<file path="src/rtl/mips_pkg.sv">
// mips_pkg: shared word width, NOP encoding and fetch FSM states
package mips_pkg;
  localparam int WORD_W = 32;
  localparam logic [WORD_W-1:0] NOP = '0;
  typedef enum logic [1:0] {IDLE, REQ, DRAIN} fetch_state_e;
endpackage

</file>
<file path="src/rtl/prefetch_fifo.sv">
// prefetch_fifo: DEPTH x {inst, pc4} circular buffer with flush and combinational head
module prefetch_fifo
  import mips_pkg::*;
#(
  parameter int DEPTH = 4,
  parameter int AW = $clog2(DEPTH)
) (
  input  logic                clk,
  input  logic                reset,
  input  logic                push,
  input  logic                pop,
  input  logic                flush,
  input  logic [2*WORD_W-1:0] din,
  output logic [2*WORD_W-1:0] head,
  output logic [AW:0]         count
);
  logic [2*WORD_W-1:0] mem [DEPTH];
  logic [AW-1:0] wp, rp;
  always_ff @(posedge clk or negedge reset)
    if (!reset) begin
      wp <= '0;
      rp <= '0;
      count <= '0;
    end else if (flush) begin
      wp <= '0;
      rp <= '0;
      count <= '0;
    end else begin
      wp <= wp + AW'(push);
      rp <= rp + AW'(pop);
      count <= count + (AW+1)'(push) - (AW+1)'(pop);
    end
  always_ff @(posedge clk)
    if (push && !flush) mem[wp] <= din;
  assign head = mem[rp];
endmodule

</file>
<file path="src/rtl/fetch_prefetch_queue.sv">
// fetch_prefetch_queue: instruction prefetcher with one outstanding read; PREFETCH_BYPASS_EN forwards acks into an empty queue
module fetch_prefetch_queue
  import mips_pkg::*;
#(
  parameter int DEPTH = 4,
  parameter logic [WORD_W-1:0] RESET_PC = '0
) (
  input  logic              clk,
  input  logic              reset,
  output logic              mem_req,
  output logic [WORD_W-1:0] mem_addr,
  input  logic              mem_ack,
  input  logic [WORD_W-1:0] mem_rdata,
  input  logic              redirect,
  input  logic [WORD_W-1:0] redirect_addr,
  input  logic              hold,
  output logic              inst_valid,
  output logic [WORD_W-1:0] inst,
  output logic [WORD_W-1:0] inst_pc4
);
  localparam int AW = $clog2(DEPTH);
  fetch_state_e state, state_n;
  logic [WORD_W-1:0] fetch_pc, req_addr;
  logic [AW:0] count;
  logic [2*WORD_W-1:0] head;
  logic empty, accept, bypass, push, pop;
  assign empty = count == '0;
  assign accept = state == REQ && mem_ack && !redirect;
`ifdef PREFETCH_BYPASS_EN
  assign bypass = accept && empty;
`else
  assign bypass = 1'b0;
`endif
  assign push = accept && !(bypass && !hold);
  assign pop = !empty && !hold && !redirect;
  prefetch_fifo #(.DEPTH(DEPTH)) u_fifo (
    .clk(clk), .reset(reset), .push(push), .pop(pop), .flush(redirect),
    .din({mem_rdata, fetch_pc + 1'b1}), .head(head), .count(count)
  );
  always_comb begin
    state_n = state;
    if (state == IDLE)
      state_n = (!redirect && count < (AW+1)'(DEPTH)) ? REQ : IDLE;
    else if (state == REQ)
      state_n = mem_ack ? IDLE : redirect ? DRAIN : REQ;
    else
      state_n = mem_ack ? IDLE : DRAIN;
  end
  always_ff @(posedge clk or negedge reset)
    if (!reset) begin
      state <= IDLE;
      fetch_pc <= RESET_PC;
      req_addr <= '0;
    end else begin
      state <= state_n;
      fetch_pc <= redirect ? redirect_addr : accept ? fetch_pc + 1'b1 : fetch_pc;
      req_addr <= (state == IDLE && state_n == REQ) ? fetch_pc : req_addr;
    end
  // the draining request keeps its old address after fetch_pc has been redirected
  assign mem_req = state != IDLE;
  assign mem_addr = mem_req ? req_addr : '0;
  assign inst_valid = !empty || bypass;
  assign inst = !empty ? head[2*WORD_W-1:WORD_W] : bypass ? mem_rdata : NOP;
  assign inst_pc4 = !empty ? head[WORD_W-1:0] : bypass ? fetch_pc + 1'b1 : '0;
endmodule

</file>
<file path="config.mk">
export PLATFORM = sky130hd
export DESIGN_NAME = fetch_prefetch_queue
export DESIGN_NICKNAME = d
export VERILOG_FILES = /design/src/rtl/mips_pkg.sv /design/src/rtl/prefetch_fifo.sv /design/src/rtl/fetch_prefetch_queue.sv
export SDC_FILE = /design/constraint.sdc
export NUM_CORES = 1
export LEC_CHECK = 0
export BUFFER_PORTS_ARGS = -buffer_cell sky130_fd_sc_hd__buf_2
export CELL_PAD_IN_SITES_DETAIL_PLACEMENT = 1
export CELL_PAD_IN_SITES_GLOBAL_PLACEMENT = 1
export CORE_MARGIN = 5
export CORE_UTILIZATION = 40
export CTS_CLUSTER_SIZE = 25
export DETAILED_ROUTE_END_ITERATION = 10
export PLACE_DENSITY = 0.69
export REMOVE_ABC_BUFFERS = 1
export SYNTH_ARGS = -nofsm -noshare
export SYNTH_HDL_FRONTEND = slang
export SYNTH_SLANG_ARGS = --single-unit
</file>
<file path="constraint.sdc">
create_clock -name clk -period 11.45 [get_ports clk]
set_input_delay 0.5725 -clock clk [delete_from_list [all_inputs] [get_ports clk]]
set_output_delay 0.5725 -clock clk [all_outputs]
set_load 0.02 [all_outputs]
</file>
==> impl_metrics.tcl <==
set metrics [dict create \
    period_share_pct 31.4 \
    fp.dieW_um 197 \
    gp_congestion 0.731 \
    tns_ps 0 \
    switching_power_uw 996 \
    intPower_mw 2.42 \
    fin_crit_ps 3600 \
    ctsLongestPathBuffers 3 \
    nNetsFinal 1086 \
    start_kind "register" \
    cts_made_buffers 36 \
    layout-drive-gt1-share_pct 32.6 \
    drtAntennaViolNets 0 \
    switching_share_pct 29.2 \
    synthCells 862 \
    fmax_mhz 278 \
    required_ps 10880 \
    setup_viol_count_final 0 \
    cts_hold_buffers 0 \
    antenna_found_initial 0 \
    grt_overflow 0 \
    peakVddDrop_uv 103 \
    crit_path_max_fanout 35 \
    cts_tree "done" \
    slowest_delay_ps 900 \
    cts_resized 0 \
    n_antenna_cell 0 \
    port-buffer-count 166 \
    hold_path.class "primary input to asynchronous set/reset pin" \
    design.core.area_mm2 0.0345 \
    synth_seq_area_share_pct 68.2 \
    synthArstFlopShare_pct 22.2 \
    dr.pass1.iters 5 \
    tightest_slew_ps 1020 \
    ys.flop_type "edfxtp_1" \
    stdcell_area_mm2 0.0164 \
    initial_core_util_pct 40.5 \
    path_class "register to primary output" \
    p_leak_nw 5.79 \
    vias 7868 \
    rows 68 \
    rsz0062_at_grt "no" \
    root_buffer "clkbuf_16" \
    grt_max_degree 74 \
    placed_area_mm2 0.0152 \
    cp.arrival_ps 3030 \
    path_cells "buf_4, mux4_2, and2_1, buf_2" \
    slew_headroom_pct 31.9 \
    clk_pin_slew_worst_paths_ps 60 \
    cpLargestDelayFamily "flip-flops" \
    p_seq_share_pct 42.9 \
    syn-cell-area_mm2 0.0139 \
    synth_cell_type_count 48 \
    synth-edff-count 256 \
    endpoint_kind "primary output" \
    htree_levels 2 \
    routed_wl_mm 32.0 \
    powerDensity_mw_per_mm2 208 \
    vias_per_cell 5.27 \
    drt_iter0_markers 395 \
    clock-sinks 329 \
    drc 0 \
    drv_cap 0 \
    grt_pass1_vias 8569 \
    synth_warnings 0 \
    clkPwrFrac_pct 34.1 \
    ios 167 \
    critical-path-slowest-cell "dfrtp_4" \
    worstSkewPairLatency_ps 510 \
    combPwrFrac_pct 23.0 \
    path_buf_inv 2 \
    wl_per_cell_um 21.4 \
    outcome "completed" \
    dieArea_mm2 0.0387 \
    die_y_um 197 \
    timing.final.max_slew_violations 0 \
    grt_usage_pct 16.4 \
    regToRegSetupSlack_ps 8440 \
    dpl.hpwl_mm 20.0 \
    grt_pass1_wl_mm 50.2 \
    skew_ps 18.3 \
    syn_avg_cell_area_um2 16.2 \
    syn_to_final_growth_pct 17.5 \
    p_total_mw 3.41 \
    ys_seq_elements 329 \
    cts_setup_buffers 0 \
    hold_viol 0 \
]
-- per-stage QoR --
step	hold slack (ps)	setup WS [ps]	cells	utilization (%)
finish	208	7850	1493	47.6
CTS	231	7690	1493	47.6
global route	246	7590	1493	47.6
global placement	488	8260	1428	44.1
detailed placement	490	8240	1428	44.1
floorplan	277	3000	798	-
-- layout make-up --
type	instances	area (µm²)
fillers	3358	18100
flip-flops and latches	329	9520
multi-input cells	461	4170
clock buffers	43	958
repair buffers	175	901
well taps	455	569
clock inverters	22	243
inverters	8	30.0
-- cell usage after synthesis, drive strengths merged (8+ instances only) --
master  instances  area share [%]
a31oi          20            0.90
and2           98             4.4
buf            19            0.71
clkbuf         45             1.2
dfrtp          73              13
edfxtp        256              55
inv             8            0.22
mux2           32             2.6
mux4           64              10
nand2          27            0.73
nand3          17            0.65
nand4          13            0.69
nor2           39             1.0
nor3            8            0.29
nor4           10            0.45
o21ai          13            0.47
o31ai          14            0.75
or4            18             1.0
xnor2          26             1.6
xor2           17             1.1
-- layer usage --
metal	share of wire [%]	up-vias	GRT usage (%)	wire length, µm
li1	-	3592	-	-
met1	46	4071	23.4	14600
met2	49	164	27.0	15600
met3	4.0	41	2.53	1290
met4	1.6	0	3.54	510
met5	0	-	0	0
-- flip-flops by register name (all words and copies together), names as in the netlist --
register      flops
u_fifo.rp         2
req_addr         32
state             2
u_fifo.wp         2
fetch_pc         32
u_fifo.count      3
u_fifo.mem      256
-- logic make-up (layout without fill, tap and decap cells) --
family / count (synthesis) / count (layout) / share of synthesized area (%)
buffers and inverters: 72 / 248 / 2.15
AND/OR/NAND/NOR: 259 / 259 / 10.7
flip-flops: 329 / 329 / 68.2
AO/OA/AOI/OAI: 56 / 56 / 2.62
XOR/XNOR: 43 / 43 / 2.70
adder cells (fa/ha/maj): 6 / 6 / 0.592
multiplexers: 97 / 97 / 13.0
-- path summary, 6_finish.rpt --
kind	to	depth (start not counted)	start
max	inst_pc4[11]	4	u_fifo.rp[0]
min	req_addr[4]	1	reset
max reg2reg	u_fifo.count[2]	10	u_fifo.count[2]
min reg2reg	req_addr[30]	1	req_addr[30]
max in group asynchronous	u_fifo.rp[0]	1	reset
min in group clk	state[1]	2	mem_ack
-- placed cells by master, fill, tap and decap left out, drive strengths merged, types with 26 or more instances in the layout --
master / instances
edfxtp: 256
clkbuf: 43
nand2: 27
buf: 175
mux4: 64
nor2: 39
and2: 98
xnor2: 26
dfrtp: 73
mux2: 32
-- power groups by stage --
stage	clock network [mW]	logic [mW]	registers, mW
after floorplan	0	0.520	1.47
after global placement	0	0.788	1.49
after detailed placement	0	0.803	1.49
after CTS	1.20	0.807	1.47
after global routing	1.25	0.852	1.48
final	1.16	0.783	1.47
Power figures use the tool's default switching activity.
